File: config.mk
export PLATFORM = sky130hd
export DESIGN_NAME = unified_mem_arbiter_flat
export DESIGN_NICKNAME = d
export VERILOG_FILES = /design/src/rtl/unified_mem_arbiter_pkg.sv /design/src/rtl/unified_mem_arbiter_if.sv /design/src/rtl/unified_mem_arbiter_age_counter.sv /design/src/rtl/unified_mem_arbiter.sv /design/src/flat_wrapper.sv
export SDC_FILE = /design/constraint.sdc
export NUM_CORES = 1
export LEC_CHECK = 0
export ABC_AREA = 1
export CORE_MARGIN = 10
export CORE_UTILIZATION = 32
export DETAILED_ROUTE_END_ITERATION = 6
export HOLD_SLACK_MARGIN = 0.15
export PLACE_DENSITY = 0.81
export SLEW_MARGIN = 40
export SYNTH_ARGS = -nofsm -noshare
export SYNTH_HDL_FRONTEND = slang
export SYNTH_SLANG_ARGS = --single-unit
File: constraint.sdc
create_clock -name clk -period 1.3 [get_ports clk]
set_input_delay 0.26 -clock clk [delete_from_list [all_inputs] [get_ports clk]]
set_output_delay 0.26 -clock clk [all_outputs]
set_load 0.01 [all_outputs]
File: src/rtl/unified_mem_arbiter_pkg.sv
// Shared types and defaults for the unified instruction/data SRAM arbiter.
package mem_arb_pkg;

    localparam int unsigned ADDR_W_DEF = 14;
    localparam int unsigned DATA_W_DEF = 32;

    // Owner of the previous cycle's grant, i.e. who the current sram_do belongs to
    typedef enum logic [1:0] {
        R_NONE,
        R_IM,
        R_DM_RD,
        R_DM_WR
    } resp_e;

    localparam logic SRAM_CEB_IDLE = 1'b1;
    localparam logic SRAM_WEB_IDLE = 1'b1;

endpackage

File: src/rtl/unified_mem_arbiter_if.sv
// CPU-side fetch/data port bundle; the CPU is the master, the arbiter the slave.
interface unified_mem_arbiter_if #(
    parameter int unsigned ADDR_W = mem_arb_pkg::ADDR_W_DEF,
    parameter int unsigned DATA_W = mem_arb_pkg::DATA_W_DEF
);
    logic              im_req;
    logic [ADDR_W-1:0] im_addr;
    logic              im_gnt;
    logic              im_rvalid;
    logic [DATA_W-1:0] im_rdata;

    logic              dm_req;
    logic              dm_web;
    logic [DATA_W-1:0] dm_bweb;
    logic [ADDR_W-1:0] dm_addr;
    logic [DATA_W-1:0] dm_wdata;
    logic              dm_gnt;
    logic              dm_rvalid;
    logic [DATA_W-1:0] dm_rdata;

    logic              cpu_stall;

    modport master (
        output im_req, im_addr,
        input  im_gnt, im_rvalid, im_rdata,
        output dm_req, dm_web, dm_bweb, dm_addr, dm_wdata,
        input  dm_gnt, dm_rvalid, dm_rdata,
        input  cpu_stall
    );

    modport slave (
        input  im_req, im_addr,
        output im_gnt, im_rvalid, im_rdata,
        input  dm_req, dm_web, dm_bweb, dm_addr, dm_wdata,
        output dm_gnt, dm_rvalid, dm_rdata,
        output cpu_stall
    );
endinterface

File: src/rtl/unified_mem_arbiter_age_counter.sv
// Saturating count of consecutive cycles the fetch port was denied.
module arb_age_counter #(
    parameter int unsigned MAX_WAIT = 4
) (
    input  logic clk,
    input  logic rst,
    input  logic inc,
    input  logic clr,
    output logic sat
);
    logic [3:0] cnt;

    always_ff @(posedge clk or negedge rst) begin
        if (!rst) begin
            cnt <= '0;
        end else if (clr) begin
            cnt <= '0;
        end else if (inc && !sat) begin
            cnt <= cnt + 4'd1;
        end
    end

    assign sat = (cnt == 4'(MAX_WAIT));
endmodule

File: src/rtl/unified_mem_arbiter.sv
// Single-port SRAM arbiter for fetch and data ports, DM priority, 1-cycle read latency.
// Define ARB_FAIRNESS_EN to let a starved fetch win after MAX_WAIT denied cycles.
module unified_mem_arbiter
    import mem_arb_pkg::*;
#(
    parameter int unsigned ADDR_W   = ADDR_W_DEF,
    parameter int unsigned DATA_W   = DATA_W_DEF,
    parameter int unsigned MAX_WAIT = 4
) (
    input  logic              clk,
    input  logic              rst,
    unified_mem_arbiter_if.slave cpu,
    output logic              sram_ceb,
    output logic              sram_web,
    output logic [DATA_W-1:0] sram_bweb,
    output logic [ADDR_W-1:0] sram_addr,
    output logic [DATA_W-1:0] sram_di,
    input  logic [DATA_W-1:0] sram_do
);
    logic              im_win;
    logic              im_gnt;
    logic              dm_gnt;
    resp_e             resp_q;
    resp_e             resp_d;
    logic [DATA_W-1:0] im_rdata_q;
    logic [DATA_W-1:0] dm_rdata_q;

`ifdef ARB_FAIRNESS_EN
    logic age_sat;

    arb_age_counter #(
        .MAX_WAIT (MAX_WAIT)
    ) u_age (
        .clk (clk),
        .rst (rst),
        .inc (cpu.im_req & ~im_gnt),
        .clr (~cpu.im_req | im_gnt),
        .sat (age_sat)
    );

    assign im_win = cpu.im_req & (~cpu.dm_req | age_sat);
`else
    assign im_win = cpu.im_req & ~cpu.dm_req;
`endif

    // Grants and stall are gated by rst so everything reads idle during reset
    assign im_gnt        = rst & im_win;
    assign dm_gnt        = rst & cpu.dm_req & ~im_win;
    assign cpu.im_gnt    = im_gnt;
    assign cpu.dm_gnt    = dm_gnt;
    assign cpu.cpu_stall = rst & ((cpu.im_req & ~im_gnt) | (cpu.dm_req & ~dm_gnt));

    always_comb begin
        sram_ceb  = SRAM_CEB_IDLE;
        sram_web  = SRAM_WEB_IDLE;
        sram_bweb = '1;
        sram_addr = '0;
        sram_di   = '0;
        if (dm_gnt) begin
            sram_ceb  = 1'b0;
            sram_web  = cpu.dm_web;
            sram_bweb = cpu.dm_bweb;
            sram_addr = cpu.dm_addr;
            sram_di   = cpu.dm_wdata;
        end else if (im_gnt) begin
            sram_ceb  = 1'b0;
            sram_addr = cpu.im_addr;
        end
    end

    always_comb begin
        resp_d = R_NONE;
        if (dm_gnt) begin
            resp_d = cpu.dm_web ? R_DM_RD : R_DM_WR;
        end else if (im_gnt) begin
            resp_d = R_IM;
        end
    end

    always_ff @(posedge clk or negedge rst) begin
        if (!rst) begin
            resp_q     <= R_NONE;
            im_rdata_q <= '0;
            dm_rdata_q <= '0;
        end else begin
            resp_q <= resp_d;
            if (resp_q == R_IM) begin
                im_rdata_q <= sram_do;
            end
            if (resp_q == R_DM_RD) begin
                dm_rdata_q <= sram_do;
            end
        end
    end

    // Read data bypasses sram_do in the rvalid cycle, then holds the captured copy
    assign cpu.im_rvalid = (resp_q == R_IM);
    assign cpu.dm_rvalid = (resp_q == R_DM_RD) || (resp_q == R_DM_WR);
    assign cpu.im_rdata  = (resp_q == R_IM) ? sram_do : im_rdata_q;
    assign cpu.dm_rdata  = (resp_q == R_DM_RD) ? sram_do : dm_rdata_q;
endmodule
File: src/flat_wrapper.sv
// flat-port wrapper written by rule: the top's interface ports become plain ports
module unified_mem_arbiter_flat import mem_arb_pkg::*;
#(
    parameter int unsigned ADDR_W   = ADDR_W_DEF,
    parameter int unsigned DATA_W   = DATA_W_DEF,
    parameter int unsigned MAX_WAIT = 4
)
  (clk, rst, sram_ceb, sram_web, sram_bweb, sram_addr, sram_di, sram_do, cpu_im_req, cpu_im_addr, cpu_im_gnt, cpu_im_rvalid, cpu_im_rdata, cpu_dm_req, cpu_dm_web, cpu_dm_bweb, cpu_dm_addr, cpu_dm_wdata, cpu_dm_gnt, cpu_dm_rvalid, cpu_dm_rdata, cpu_cpu_stall);
  unified_mem_arbiter_if #(.ADDR_W(ADDR_W), .DATA_W(DATA_W)) cpu_i ();
  input  logic clk;
  input  logic rst;
  output logic sram_ceb;
  output logic sram_web;
  output logic [DATA_W-1:0] sram_bweb;
  output logic [ADDR_W-1:0] sram_addr;
  output logic [DATA_W-1:0] sram_di;
  input  logic [DATA_W-1:0] sram_do;
  input wire logic [$bits(cpu_i.im_req)-1:0] cpu_im_req;
  input wire logic [$bits(cpu_i.im_addr)-1:0] cpu_im_addr;
  output wire logic [$bits(cpu_i.im_gnt)-1:0] cpu_im_gnt;
  output wire logic [$bits(cpu_i.im_rvalid)-1:0] cpu_im_rvalid;
  output wire logic [$bits(cpu_i.im_rdata)-1:0] cpu_im_rdata;
  input wire logic [$bits(cpu_i.dm_req)-1:0] cpu_dm_req;
  input wire logic [$bits(cpu_i.dm_web)-1:0] cpu_dm_web;
  input wire logic [$bits(cpu_i.dm_bweb)-1:0] cpu_dm_bweb;
  input wire logic [$bits(cpu_i.dm_addr)-1:0] cpu_dm_addr;
  input wire logic [$bits(cpu_i.dm_wdata)-1:0] cpu_dm_wdata;
  output wire logic [$bits(cpu_i.dm_gnt)-1:0] cpu_dm_gnt;
  output wire logic [$bits(cpu_i.dm_rvalid)-1:0] cpu_dm_rvalid;
  output wire logic [$bits(cpu_i.dm_rdata)-1:0] cpu_dm_rdata;
  output wire logic [$bits(cpu_i.cpu_stall)-1:0] cpu_cpu_stall;
  assign cpu_i.im_req = cpu_im_req;
  assign cpu_i.im_addr = cpu_im_addr;
  assign cpu_im_gnt = cpu_i.im_gnt;
  assign cpu_im_rvalid = cpu_i.im_rvalid;
  assign cpu_im_rdata = cpu_i.im_rdata;
  assign cpu_i.dm_req = cpu_dm_req;
  assign cpu_i.dm_web = cpu_dm_web;
  assign cpu_i.dm_bweb = cpu_dm_bweb;
  assign cpu_i.dm_addr = cpu_dm_addr;
  assign cpu_i.dm_wdata = cpu_dm_wdata;
  assign cpu_dm_gnt = cpu_i.dm_gnt;
  assign cpu_dm_rvalid = cpu_i.dm_rvalid;
  assign cpu_dm_rdata = cpu_i.dm_rdata;
  assign cpu_cpu_stall = cpu_i.cpu_stall;
  unified_mem_arbiter #(.ADDR_W(ADDR_W), .DATA_W(DATA_W), .MAX_WAIT(MAX_WAIT)) u_core (.clk(clk), .rst(rst), .cpu(cpu_i), .sram_ceb(sram_ceb), .sram_web(sram_web), .sram_bweb(sram_bweb), .sram_addr(sram_addr), .sram_di(sram_di), .sram_do(sram_do));
endmodule
---- After elaboration in Yosys (flattened, before gate mapping) ----
Cells that the tools add are included.
storage, ports and cells
  flip-flop bits (word level) ............. 66
  output and inout port bits .............. 149
operators by class
  equal/unequal tests ..................... 3
  bitwise operators ....................... 12
  muxes and demuxes ....................... 12
  reduce and logical (&&, ||, !) cells .... 1
operator list
  kind                                                  count
  two-way mux 32 bit                                    4
  two-way mux 14 bit                                    2
  bitwise AND 1 bit                                     7
  two-way mux 1 bit                                     5
  equality test 2 bit (second input constant)           2
  NOT 1 bit                                             4
  equality test 2 x 1 -> 1 bit (second input constant)  1
  two-way mux 2 bit                                     1
  logical OR 1 bit                                      1
  bitwise OR 1 bit                                      1

---- Logic depth before layout (Yosys ltp) ----
  word-level depth ........................ 8
  mapped depth ............................ 6
  mapped depth without buffers ............ 4

---- Worst setup path after synthesis ----
Ideal clock, no wire load.
  path type ............................... flip-flop to output port
  start ................................... register u_core.resp_q[0]
  end ..................................... output cpu_im_rdata[22]
  path buffers ............................ 1
  arrival time ............................ 0.968 ns
  required time ........................... 1.040 ns
  setup slack ............................. 0.072 ns
  cell stages (with the launch flop) ...... 6
  cell sequence ........................... dfrtp_1 inv_1 nor2_4 buf_2 nand2_1 nand2_1
between the ends
  word-level cells in the longest chain between the ends .. 2
RTL lines
  item                          line                       source
  from (decl)                   unified_mem_arbiter.sv:23  resp_e resp_q;
  from (signal assigned)        unified_mem_arbiter.sv:86  resp_q <= resp_d;
  equality test 2 x 1 -> 1 bit  -
  net cpu_im_rvalid             flat_wrapper.sv:21         output wire logic [$bits(cpu_i.im_rvalid)-1:0] cpu_im_rvalid;
  two-way mux 32 bit            unified_mem_arbiter.sv:99  assign cpu.im_rdata = (resp_q == R_IM) ? sram_do : im_rdata_q;
  to (decl)                     flat_wrapper.sv:22         output wire logic [$bits(cpu_i.im_rdata)-1:0] cpu_im_rdata;
The timed path passes the listed nets, and every way through them passes these cells.

---- Worst setup path in the final report ----
  start ................................... register u_core.resp_q[1]
  end ..................................... output cpu_im_rdata[14]
between the ends
  word-level cells in the longest chain between the ends .. 2
RTL lines
  item                          line
  equality test 2 x 1 -> 1 bit  unified_mem_arbiter.sv:99
  two-way mux 32 bit            unified_mem_arbiter.sv:99
No other way between the ends.

==> run metrics <==
vias in the first global route=about 4500; total CTS buffers=9; worst setup margin=-568 ps; initial antenna violation count=0; H-tree levels=3; Worst Reg2Reg Path Length in Cells=8; Vias/cell=4.68; run status=complete, but fails checks; Critical Path RT=approximately 1000 ps; pins over their slew limit=0; Via Count=between 4000 and 5000; Area contributors post-synth=dfrtp_1 51%, nand2_1 26%, or2_2 4.4%, inv_1 4.2%, nor2_1 4.1%; endpoints failing setup=slightly below 80; Cell Rows=36; CP Capture Type=primary output; DRC violations left=0; layout cells sized above 1=49.5%; crit-path max cell delay=450 ps; Worst Setup SP=u_core.resp_q[1]; critical path data arrival time=1610 ps; VDD IR-drop max=around 0.57 mV; most frequent CP cell=nand2_1; Port Buf Inserts=roughly 280; final hold violation count=0; Routed WL=about 20 mm; HPWL after DPL=13.3 mm; Synth warnings=0; Mean Syn Cell Area=7.39 um2; Startpoint Class=flip-flop; Synth cell types=15; first-pass GRT wire length=25.6 mm; Core ar.=0.00982 mm2; Cells after Synth=438; min Tclk post-route=roughly 1900 ps; ANT nets after route=0; RSZ-0062 raised after global routing=yes; router iterations before antenna repair=4; nets=between 900 and 1000; Final period util=144%; Post-Syn Nets=567; CP Cell Sequence=buf_6, nor2_4, buf_4, clkbuf_16, nand2_1, nand2_1, buf_2; Worst Skew=16.0 ps; register-to-register setup slack=-180 ps; sequential cell area=0.00165 mm2; post-synthesis cell area=0.00324 mm2; Total Routing Usage GR=between 20 and 25%; pwr dens=a little over 1000 mW/mm2; Die ar.=0.0145 mm2; I/O pin count=278; area leader, netlist=dfrtp_1; diodes inserted=0; Critical R2R Launch=u_core.resp_q[1]; CTS clk-pin slew, worst paths=70 ps; synthesis-to-layout area growth=137%; synthesized flop and latch total=66; Buf/Inv on CP=4; CTS tree=done; Starting Density=33.0%; largest net degree at the start of global routing=67; P_leak=~0.0042 uW; FMAX=roughly 540 MHz; Worst Hold Class=in -> async; worst reg2reg path endpoint=u_core.im_rdata_q[23]; Top delay family on crit path=buffers and inverters; detailed router's first-iteration violation count=167; Die W=between 100 and 150 um; critical path depth=7; DR WL/cell=20.8 um; Seq/Total Area, Yosys=approximately 51%; worst skew pair latency=340 ps; Crit-path slowest cell=dfrtp_2; Max-cap violations=0; fin cells=~940; actual slew at the worst max-slew pin=608 ps; DIE HEIGHT=121 um; area of the multi-input gates=0.00177 mm2; Yosys top cell area share=between 50% and 60%; setup_tns=-32540 ps; total grt overflow=0; FILL cells=approximately 640; Rel. slew slack=59.5%; CP max FO=7; Final Wtd Congestion=0.858; CP Class=reg -> out; CTS root buffer=clkbuf_8; Max clock buf depth=2; CP endpoint=cpu_im_rdata[14]; Cells after DPL=just under 900; failing checks=negative setup slack; clock tree sinks=between 60 and 70
report_power, final:
part / switching, uW / total [uW] / internal [uW]
Combinational: 1560 / 3490 / 1930
Sequential: 115 / 2530 / 2420
Clock: 779 / 1760 / 980
flip-flops by register name (all words and copies together), names as in the netlist:
signal / cells
u_core.dm_rdata_q: 32
u_core.im_rdata_q: 32
u_core.resp_q: 2
worst reg2reg max path, cell delays in order (launching register included):
cell,delay (ps)
dfrtp_2,450
inv_2,110
nand2_2,90
buf_8,150
buf_4,150
nand2_1,100
nand2_2,80
buf_4,140
buf_4,120
layer usage:
metal	vias to the layer above	share of wire, %	GRT usage [%]
met2	195	55	41.1
met3	26	8.9	9.49
met1	2143	34	22.7
met5	-	0	0
met4	0	2.0	6.33
li1	2028	-	-
cell usage after synthesis (all sizes together):
library cell	instances
nand4	14
clkbuf	5
buf	21
inv	36
or2	33
nand2	224
nand3	1
o21ai	1
nor2	37
dfrtp	66
logic make-up (layout without fill, tap and decap cells):
logic type      Yosys count  in the layout  synth area share, %
simple gates            309            310                 40.0
flops                    66             66                 51.0
buf+inv                  62            429                 8.77
compound gates            1              1                0.154
stage by stage:
stage | cell area [um2] | worst slack [ps] | hold WS [ps] | util, % | power, uW
final | 7670 | -568 | 135 | 78.1 | 7780
after global routing | 7670 | -629 | 178 | 78.1 | 8170
after CTS | 6530 | -522 | 176 | 66.5 | 7040
after detailed placement | 6490 | -859 | 461 | 66.1 | 5380
after global placement | 6490 | -812 | 458 | 66.1 | 5310
after floorplan | 3240 | 72.1 | -35.6 | - | 3410
layout make-up:
| cell class | instances | area share [%] |
|---|---|---|
| timing repair buffer | 378 | 48.8 |
| multi-input combinational | 311 | 23.0 |
| sequential | 66 | 21.6 |
| tap | 133 | 2.17 |
| clock buffer | 11 | 1.97 |
| inverter | 36 | 1.81 |
| clock inverter | 4 | 0.669 |
cells in the final DEF (no fill, tap or decap), types with 8 or more instances in the layout:
master,count
nand2_1,137
buf_6,107
clkdlybuf4s50_1,89
buf_4,69
dfrtp_1,65
nand2_2,59
buf_2,52
nand2_4,28
inv_1,27
nor2_1,27
or2_4,24
dlygate4sd2_1,21
dlymetal6s2s_1,15
nand4_1,14
clkbuf_8,11
or2_1,9
inv_2,8
buf_12,8
worst min path at each step:
stage / from / end / slack, ps / depth (start not counted)
CTS: rst / u_core.im_rdata_q[4] / 180 / 2
global placement: u_core.dm_rdata_q[1] / u_core.dm_rdata_q[1] / 460 / 2
finish: rst / u_core.im_rdata_q[7] / 140 / 3
global route: rst / u_core.im_rdata_q[7] / 180 / 3
floorplan: rst / u_core.dm_rdata_q[0] / -40 / 0
detailed placement: u_core.dm_rdata_q[15] / u_core.dm_rdata_q[15] / 460 / 2
timing repair:
item | CTS | global route
endpoints found under the setup margin | 149 | 122
buffers inserted | 8 | 27
pin swaps | 9 | 52
hold buffers | 0 | 0
resized for setup | 735 | 200
gates cloned | 4 | 10
(Power assumes the default switching activity.)
